[config.mk]
export PLATFORM = sky130hd
export DESIGN_NAME = icache_fetch_sched
export DESIGN_NICKNAME = d
export VERILOG_FILES = /design/src/rtl/icache_fetch_sched.sv
export SDC_FILE = /design/constraint.sdc
export NUM_CORES = 1
export LEC_CHECK = 0
export ABC_AREA = 1
export BUFFER_PORTS_ARGS = -buffer_cell sky130_fd_sc_hd__buf_2
export CORE_AREA = 2 2 73 75
export CTS_BUF_LIST = sky130_fd_sc_hd__clkbuf_2 sky130_fd_sc_hd__clkbuf_4 sky130_fd_sc_hd__clkbuf_8
export CTS_CLUSTER_SIZE = 14
export DETAILED_ROUTE_END_ITERATION = 6
export DIE_AREA = 0 0 75 77
export PLACE_DENSITY = 0.88
export SLEW_MARGIN = 40
export SYNTH_ARGS = -nofsm -noshare
export SYNTH_HDL_FRONTEND = slang
export SYNTH_SLANG_ARGS = --single-unit
[constraint.sdc]
create_clock -name clock -period 8 [get_ports clock]
set_input_delay 2.4 -clock clock [delete_from_list [all_inputs] [get_ports clock]]
set_output_delay 2.4 -clock clock [all_outputs]
set_load 0.05 [all_outputs]
[src/rtl/icache_fetch_sched.sv]
// icache_fetch_sched: converts fetch PCs into cache lookups, issues demand-miss loads, walks a bounded
// next-line prefetch stream after each fill, and tracks outstanding memory tags. Macro: ICACHE_PREFETCH_EN.

module icache_fetch_sched #(
    parameter int ADDR_W     = 16,
    parameter int INDEX_W    = 5,
    parameter int PREF_DEPTH = 4,
    parameter int MAX_OUTST  = 8
) (
    input  logic                        clock,
    input  logic                        reset,
    input  logic                        fetch_valid,
    input  logic [ADDR_W-1:0]           fetch_pc,
    input  logic                        flush,
    input  logic                        data_is_miss,
    input  logic                        pref_is_miss,
    input  logic                        cache_is_full,
    input  logic [3:0]                  mem_response,
    input  logic [3:0]                  mem_tag,
    output logic [INDEX_W-1:0]          index_out,
    output logic [ADDR_W-3-INDEX_W-1:0] tag_out,
    output logic                        read_enable,
    output logic [INDEX_W-1:0]          index_pref,
    output logic [ADDR_W-3-INDEX_W-1:0] tag_pref,
    output logic                        read_enable_pref,
    output logic                        icache_do_thing,
    output logic [1:0]                  mem_command,
    output logic [ADDR_W-1:0]           mem_addr,
    output logic                        fetch_stall
);

    localparam int BLK_W = ADDR_W - 3;
    localparam int TAG_W = BLK_W - INDEX_W;

    localparam logic [1:0] S_IDLE        = 2'd0;
    localparam logic [1:0] S_DEMAND_WAIT = 2'd1;
    localparam logic [1:0] S_PREF        = 2'd2;

    localparam logic [1:0]       CMD_NONE  = 2'd0;
    localparam logic [1:0]       CMD_LOAD  = 2'd1;
    localparam logic [4:0]       MAX_CNT   = 5'(MAX_OUTST);
    localparam logic [3:0]       PREF_LAST = 4'(PREF_DEPTH);
    localparam logic [BLK_W-1:0] BLK_ONE   = BLK_W'(1);

    logic [1:0]       state;
    logic [3:0]       pend_tag;
    logic [BLK_W-1:0] dem_blk;
    logic [BLK_W-1:0] pref_blk;
    logic [3:0]       pref_cnt;
    logic [15:1]      outst;

    logic [BLK_W-1:0] fetch_blk;
    logic [4:0]       outst_cnt;
    logic [15:1]      outst_nxt;
    logic             slot_free;
    logic             accepted;
    logic             dem_req;
    logic             pref_try;
    logic             pref_issue;
    logic             pref_step;
    logic             issue_ok;
    logic             cmd_load;
    logic [BLK_W-1:0] cmd_blk;

    // Byte offset within a block never reaches the memory port or the lookup address.
    wire unused_pc_offset = ^fetch_pc[2:0];

    assign fetch_blk = fetch_pc[ADDR_W-1:3];
    assign accepted  = (mem_response != 4'd0);

    always_comb begin
        // NOTE: every always_comb output gets a default first so no path can infer a latch.
        outst_cnt = '0;
        for (int t = 1; t < 16; t++) begin
            outst_cnt = outst_cnt + 5'(outst[t]);
        end
    end

    assign slot_free = (outst_cnt < MAX_CNT);

    // A miss on the block we are already waiting for must not re-issue.
    assign dem_req = data_is_miss && slot_free &&
                     !((state == S_DEMAND_WAIT) && (fetch_blk == dem_blk));

    assign pref_try   = (state == S_PREF) && !dem_req && !flush;
    assign pref_issue = pref_try && pref_is_miss && !cache_is_full && slot_free;
    assign pref_step  = pref_try && (!pref_is_miss || (pref_issue && accepted));

    always_comb begin
        cmd_load = 1'b0;
        cmd_blk  = '0;
        issue_ok = 1'b0;
        if (dem_req) begin
            cmd_load = 1'b1;
            cmd_blk  = fetch_blk;
            issue_ok = accepted;
        end else if (pref_issue) begin
            cmd_load = 1'b1;
            cmd_blk  = pref_blk;
            issue_ok = accepted;
        end
    end

    // Returns clear first so that an accept of the same tag in the same cycle leaves it set.
    always_comb begin
        outst_nxt = outst;
        for (int t = 1; t < 16; t++) begin
            if (mem_tag == 4'(t)) outst_nxt[t] = 1'b0;
        end
        for (int t = 1; t < 16; t++) begin
            if (issue_ok && (mem_response == 4'(t))) outst_nxt[t] = 1'b1;
        end
    end

    always_ff @(posedge clock or posedge reset) begin
        if (reset) begin
            // NOTE: sequential state uses non-blocking assignments so every flop samples pre-edge values.
            state    <= S_IDLE;
            pend_tag <= '0;
            dem_blk  <= '0;
            pref_blk <= '0;
            pref_cnt <= '0;
            outst    <= '0;
        end else begin
            outst <= outst_nxt;
            if (dem_req && accepted) begin
                state    <= S_DEMAND_WAIT;
                pend_tag <= mem_response;
                dem_blk  <= fetch_blk;
                if (flush) pref_cnt <= '0;
            end else if (flush) begin
                state    <= S_IDLE;
                pref_cnt <= '0;
            end else begin
                case (state)
                    S_DEMAND_WAIT: begin
                        if (mem_tag == pend_tag) begin
`ifdef ICACHE_PREFETCH_EN
                            state    <= S_PREF;
                            pref_blk <= dem_blk + BLK_ONE;
                            pref_cnt <= '0;
`else
                            state    <= S_IDLE;
`endif
                        end
                    end
                    S_PREF: begin
                        if (pref_step) begin
                            pref_blk <= pref_blk + BLK_ONE;
                            pref_cnt <= pref_cnt + 4'd1;
                            if (pref_cnt + 4'd1 == PREF_LAST) state <= S_IDLE;
                        end
                    end
                    default: ;
                endcase
            end
        end
    end

    // Outputs are forced low for the whole reset assertion, not just after the next edge.
    always_comb begin
        index_out        = '0;
        tag_out          = '0;
        read_enable      = 1'b0;
        index_pref       = '0;
        tag_pref         = '0;
        read_enable_pref = 1'b0;
        icache_do_thing  = 1'b0;
        mem_command      = CMD_NONE;
        mem_addr         = '0;
        fetch_stall      = 1'b0;
        if (!reset) begin
            index_out       = fetch_blk[INDEX_W-1:0];
            tag_out         = fetch_blk[BLK_W-1:INDEX_W];
            read_enable     = fetch_valid;
            icache_do_thing = issue_ok;
            mem_command     = cmd_load ? CMD_LOAD : CMD_NONE;
            mem_addr        = cmd_load ? {cmd_blk, 3'b000} : '0;
            fetch_stall     = (state == S_DEMAND_WAIT);
`ifdef ICACHE_PREFETCH_EN
            read_enable_pref = (state == S_PREF);
            if (state == S_PREF) begin
                index_pref = pref_blk[INDEX_W-1:0];
                tag_pref   = TAG_W'(pref_blk[BLK_W-1:INDEX_W]);
            end
`endif
        end
    end

endmodule

* After elaboration in Yosys (flattened, before gate mapping)
Cells that the tools add are included.
** Storage, ports and cells
- Word-level logic and storage cells :: 188
- Output and inout bits :: 48
- ROM bits :: 0
- Latch bits :: 0
- Memories :: 0
- Input bits :: 31
- Memory bits (writable) :: 0
- Flip-flop bits (word level) :: 51
** Operators by class
- Multiply operators :: 0
- Multiplexer cells :: 56
- Add/sub/neg operators :: 16
- Bitwise logic cells :: 2
- Shift-type cells :: 0
- Eq/ne operators :: 39
- $lt $le $gt $ge :: 1
- Reductions and logical operators :: 54
- Div/mod/pow operators :: 0
** Operators with widths (count)
- $eq 4x4->1 const B :: 16
- $add 5x1->5 :: 10
- $mux 1 :: 39
- $eq 4x3->1 const B :: 9
- $reduce_bool 2->1 :: 17
- $mux 16 :: 2
- $logic_and 1x1->1 :: 26
- $mux 13 :: 2
- $mux 4 :: 5
- $eq 4x2->1 const B :: 4
- $add 13x1->13 const B :: 1
- $eq 13x13->1 :: 1
- $mux 2 :: 5
- $eq 4x1->1 const B :: 2
- $mux 8 :: 1
- $reduce_and 4->1 :: 2
- $reduce_bool 4->1 :: 2
- $add 4x1->5 :: 1
- $logic_not 1->1 :: 5
- $lt 5x4->1 const B :: 1
- $mux 5 :: 1
- $add 3x1->4 :: 1
- $add 4x1->4 const B :: 1
- $eq 4x4->1 :: 1
- other kinds (12) :: 13

* Logic depth before layout (Yosys ltp)
- Word-level depth :: 30
- Mapped depth :: 16
- Mapped depth without buffers :: 15

* Worst setup path after synthesis
Ideal clock, no wire load.
- Kind :: input-to-output
- Start :: in reset
- End :: out mem_addr[11]
- Slack :: 1254 ps
- Cell stages on the path :: 5
- Arrival :: 4346 ps
- Data required time :: 5600 ps
- Buffers on the path :: 2
- Cells stage by stage :: clkbuf_1 -> inv_1 -> nand3_4 -> buf_8 -> nor2_1
** Between the ends
- Word-level cells in the longest chain between the ends :: 1
** Ends and longest elaborated chain
- start: declaration :: line 11 : input logic reset,
- $mux 16 :: line 172 : if (!reset) begin
- end: declaration :: line 28 : output logic [ADDR_W-1:0] mem_addr,
Every way passes these cells.

* Worst setup path in the final report
- Start :: reg outst[6] (netlist name)
- End :: out icache_do_thing
** Between the ends
- Word-level cells in the longest chain between the ends :: 22
** Ends and longest elaborated chain
- start: declaration :: line 50 : logic [15:1] outst;
- start signal: assignment :: line 125 : outst <= outst_nxt;
- $add 5x1->5 * (10 in series) :: line 75 : outst_cnt = outst_cnt + 5'(outst[t]);
- $lt 5x4->1 * :: line 79 : assign slot_free = (outst_cnt < MAX_CNT);
- $logic_and 1x1->1 (2 in series) :: line 82 : assign dem_req = data_is_miss && slot_free &&
- $logic_not 1->1 :: line 85 : assign pref_try = (state == S_PREF) && !dem_req && !flush;
- $logic_and 1x1->1 (2 in series) :: line 85
- $logic_and 1x1->1 (3 in series) :: line 86 : assign pref_issue = pref_try && pref_is_miss && !cache_is_full && slot_free;
- $mux 1 :: line 97 : end else if (pref_issue) begin
- $mux 1 * :: line 93 : if (dem_req) begin
- $mux 1 * :: line 172
- end: declaration :: line 26 : output logic icache_do_thing,
Every way passes the cells marked *; elsewhere a longest branch is shown, timed or not.

==> flow_metrics.py <==
metrics = {
    "sta": {
        "skew_ps": 6.13,
        "worstMarginPinSlew_ps": 660,
        "final-setup-viol-count": 0,
        "slew_headroom_pct": 55.9,
        "period_share_pct": 86.5,
        "fmax_mhz": 145,
        "rsz0062_at_grt": "false",
        "fin_setup_tns_ps": 0,
        "period_needed_ps": 6920,
        "finalHoldViolCount": 0,
        "maxSlewViolCount": 0,
    },
    "die": {
        "io_pins": 79,
        "die_h_um": 77,
        "dieArea_um2": 5780,
        "fp.dieW_um": 75,
        "initial_utilization_pct": 50.1,
        "core_area_um2": 4980,
        "rows": 26,
    },
    "global_route": {
        "grt_max_degree": 34,
        "antenna_found_initial": 0,
        "grt_overflow": 0,
        "grt_pass1_wl_um": 9380,
        "grt_pass1_vias": 2137,
        "grt_util_all_layers_pct": 20.7,
    },
    "yosys": {
        "ys.flop_type": "dfrtp_1",
        "synth_xor_area_share_pct": 2.11,
        "synth-adder-area-share_pct": 7.94,
        "seq_area_frac_synth_pct": 33.1,
        "ys_types": 23,
        "async_flop_share_pct": 100,
        "synth_simple_gate_area_share_pct": 36.4,
        "ys_seq_elements": 33,
        "ys_warn_count": 0,
        "syn_area_per_cell_um2": 6.92,
        "syn_area_um2": 2490,
        "synth_edf_count": 0,
        "synth_compound_area_share_pct": 2.21,
        "synth.area.mux_share_pct": 0,
        "synth_top_family_by_area": "simple AND/OR/NAND/NOR gates",
        "synthCells": 360,
    },
    "routing": {
        "wl_per_cell_um": 11.5,
        "num_vias": 2281,
        "drt-total-wl_um": 5530,
        "drtPass1Iterations": 5,
        "vias_per_cell": 4.72,
        "drt_iter0_markers": 111,
        "drcViolationCount": 0,
        "ant_nets": 0,
    },
    "worst_hold_path": {
        "min_path_type": "reg2reg",
        "hold_depth": 2,
    },
    "clocking": {
        "clkSinkCount": 33,
        "postCtsSetupBuffers": 0,
        "clk_pin_slew_ps": 70,
        "cts_repair_resize_count": 0,
        "cts-root-buf": "clkbuf_8",
        "clk_latency_ps": 290,
        "cts_max_level": 2,
        "cts_tree": "done",
        "ctsHoldBuffers": 0,
        "clk_path_buf_depth": 2,
        "cts_buffers": 5,
    },
    "critical_path": {
        "worstRegToRegCells": 13,
        "critPathArrivalTime_ps": 4520,
        "critical_path.max_fanout": 19,
        "start_kind": "flop",
        "crit_required_ps": 5600,
        "crit_type": "reg2out",
        "end_kind": "output pin",
    },
    "outcome": {
        "status": "finished clean",
    },
    "cells_and_area": {
        "final_core_util_pct": 56.1,
        "drive_above_1_share_pct": 18.6,
        "layout.nets": 454,
        "stdcell_count": 483,
        "area_delta_synth_final_pct": 12.2,
        "diodes": 0,
    },
    "placed_design": {
        "post-dp-hpwl_um": 4210,
        "place_congestion": 0.839,
        "dp_cells": 475,
        "io_buffer_count": 55,
    },
    "job": {
        "cap_violations": 0,
    },
}
==> registers in the layout, indices dropped and copies added, names as in the netlist <==
register and cells:
dem_blk 13, outst 15, pend_tag 4, state 1
==> metrics by stage <==
stage	hold WS (ps)	cell area, um2	setup slack [ps]
after floorplan	442	2550	1250
after global placement	455	2710	1420
after detailed placement	458	2710	1400
after CTS	479	2790	1060
after global routing	501	2790	859
final	472	2790	1080
==> metal layers <==
metal  global-route usage, %  up-vias  share of wire [%]  wire length, um
li1                        -     1158                  -                -
met1                    27.4     1031                 42             2330
met2                    33.7       77                 50             2740
met3                    3.42       15                6.2              341
met4                    7.32        0                2.1              114
met5                       0        -                  0                0
==> final cells by class <==
| class | instances | area, um2 |
|---|---|---|
| multi-input combinational | 257 | 1280 |
| timing repair buffer | 58 | 298 |
| clock inverter | 2 | 10.0 |
| tap | 70 | 87.6 |
| fill | 451 | 2180 |
| inverter | 57 | 214 |
| clock buffer | 6 | 76.3 |
| sequential | 33 | 826 |
==> cell usage after synthesis, types with 3 or more instances <==
cell | number | area [um2]
buf_4 | 22 | 165
nand4_1 | 25 | 156
fa_1 | 8 | 160
o21ai_0 | 8 | 40.0
dfrtp_1 | 33 | 826
nor2_1 | 56 | 210
nand3_1 | 4 | 20.0
inv_2 | 3 | 11.3
nand2_1 | 119 | 447
inv_1 | 54 | 203
xnor2_1 | 6 | 52.6
ha_1 | 3 | 37.5
==> critical path, cell delays in order, from the launching register on <==
cell and delay (ps):
dfrtp_1 400, fa_1 540, inv_1 50, fa_1 460
fa_1 500, fa_1 490, inv_1 40, ha_1 260
a21oi_1 140, o21ai_1 80, nor2_2 520, nand3_4 310
nor2_1 160, buf_2 280
==> cells by family (layout without fill, tap and decap cells) <==
logic type,Yosys count,after routing
xor+xnor,6,6
simple gates,211,211
fa+ha+maj,11,11
other cells,1,18
buf+inv,87,123
flops,33,33
compound gates,11,11
==> path summary, 6_finish.rpt <==
path                            start              end  slack, ps
max                          outst[6]  icache_do_thing       1080
min                        dem_blk[0]       dem_blk[0]        470
max reg2reg                  outst[6]         outst[4]       3690
min reg2reg                dem_blk[0]       dem_blk[0]        470
max in group asynchronous       reset       dem_blk[3]       5240
min in group asynchronous       reset       dem_blk[9]       2440
==> cell usage in the layout, fill, tap and decap left out <==
cell      Yosys  layout
o21ai_1       1       1
fa_1          8       8
inv_1        54      54
nor2_2        2       3
inv_2         3       3
nor2_1       56      55
ha_1          3       3
nand3_2       2       2
clkinv_2      0       2
clkbuf_8      0       5
nand4_1      25      25
clkbuf_4      0       1
buf_4        22       3
nand2_1     119     119
o21ai_0       8       8
xnor2_1       6       6
a21oi_1       2       2
conb_1        1      18
nand2_2       1       1
dfrtp_1      33      33
nand3_1       4       4
nand3_4       2       2
buf_2         2      55
Power is not shown: default switching activity piles up to over one toggle a cycle in this logic, so the estimate is an artifact.
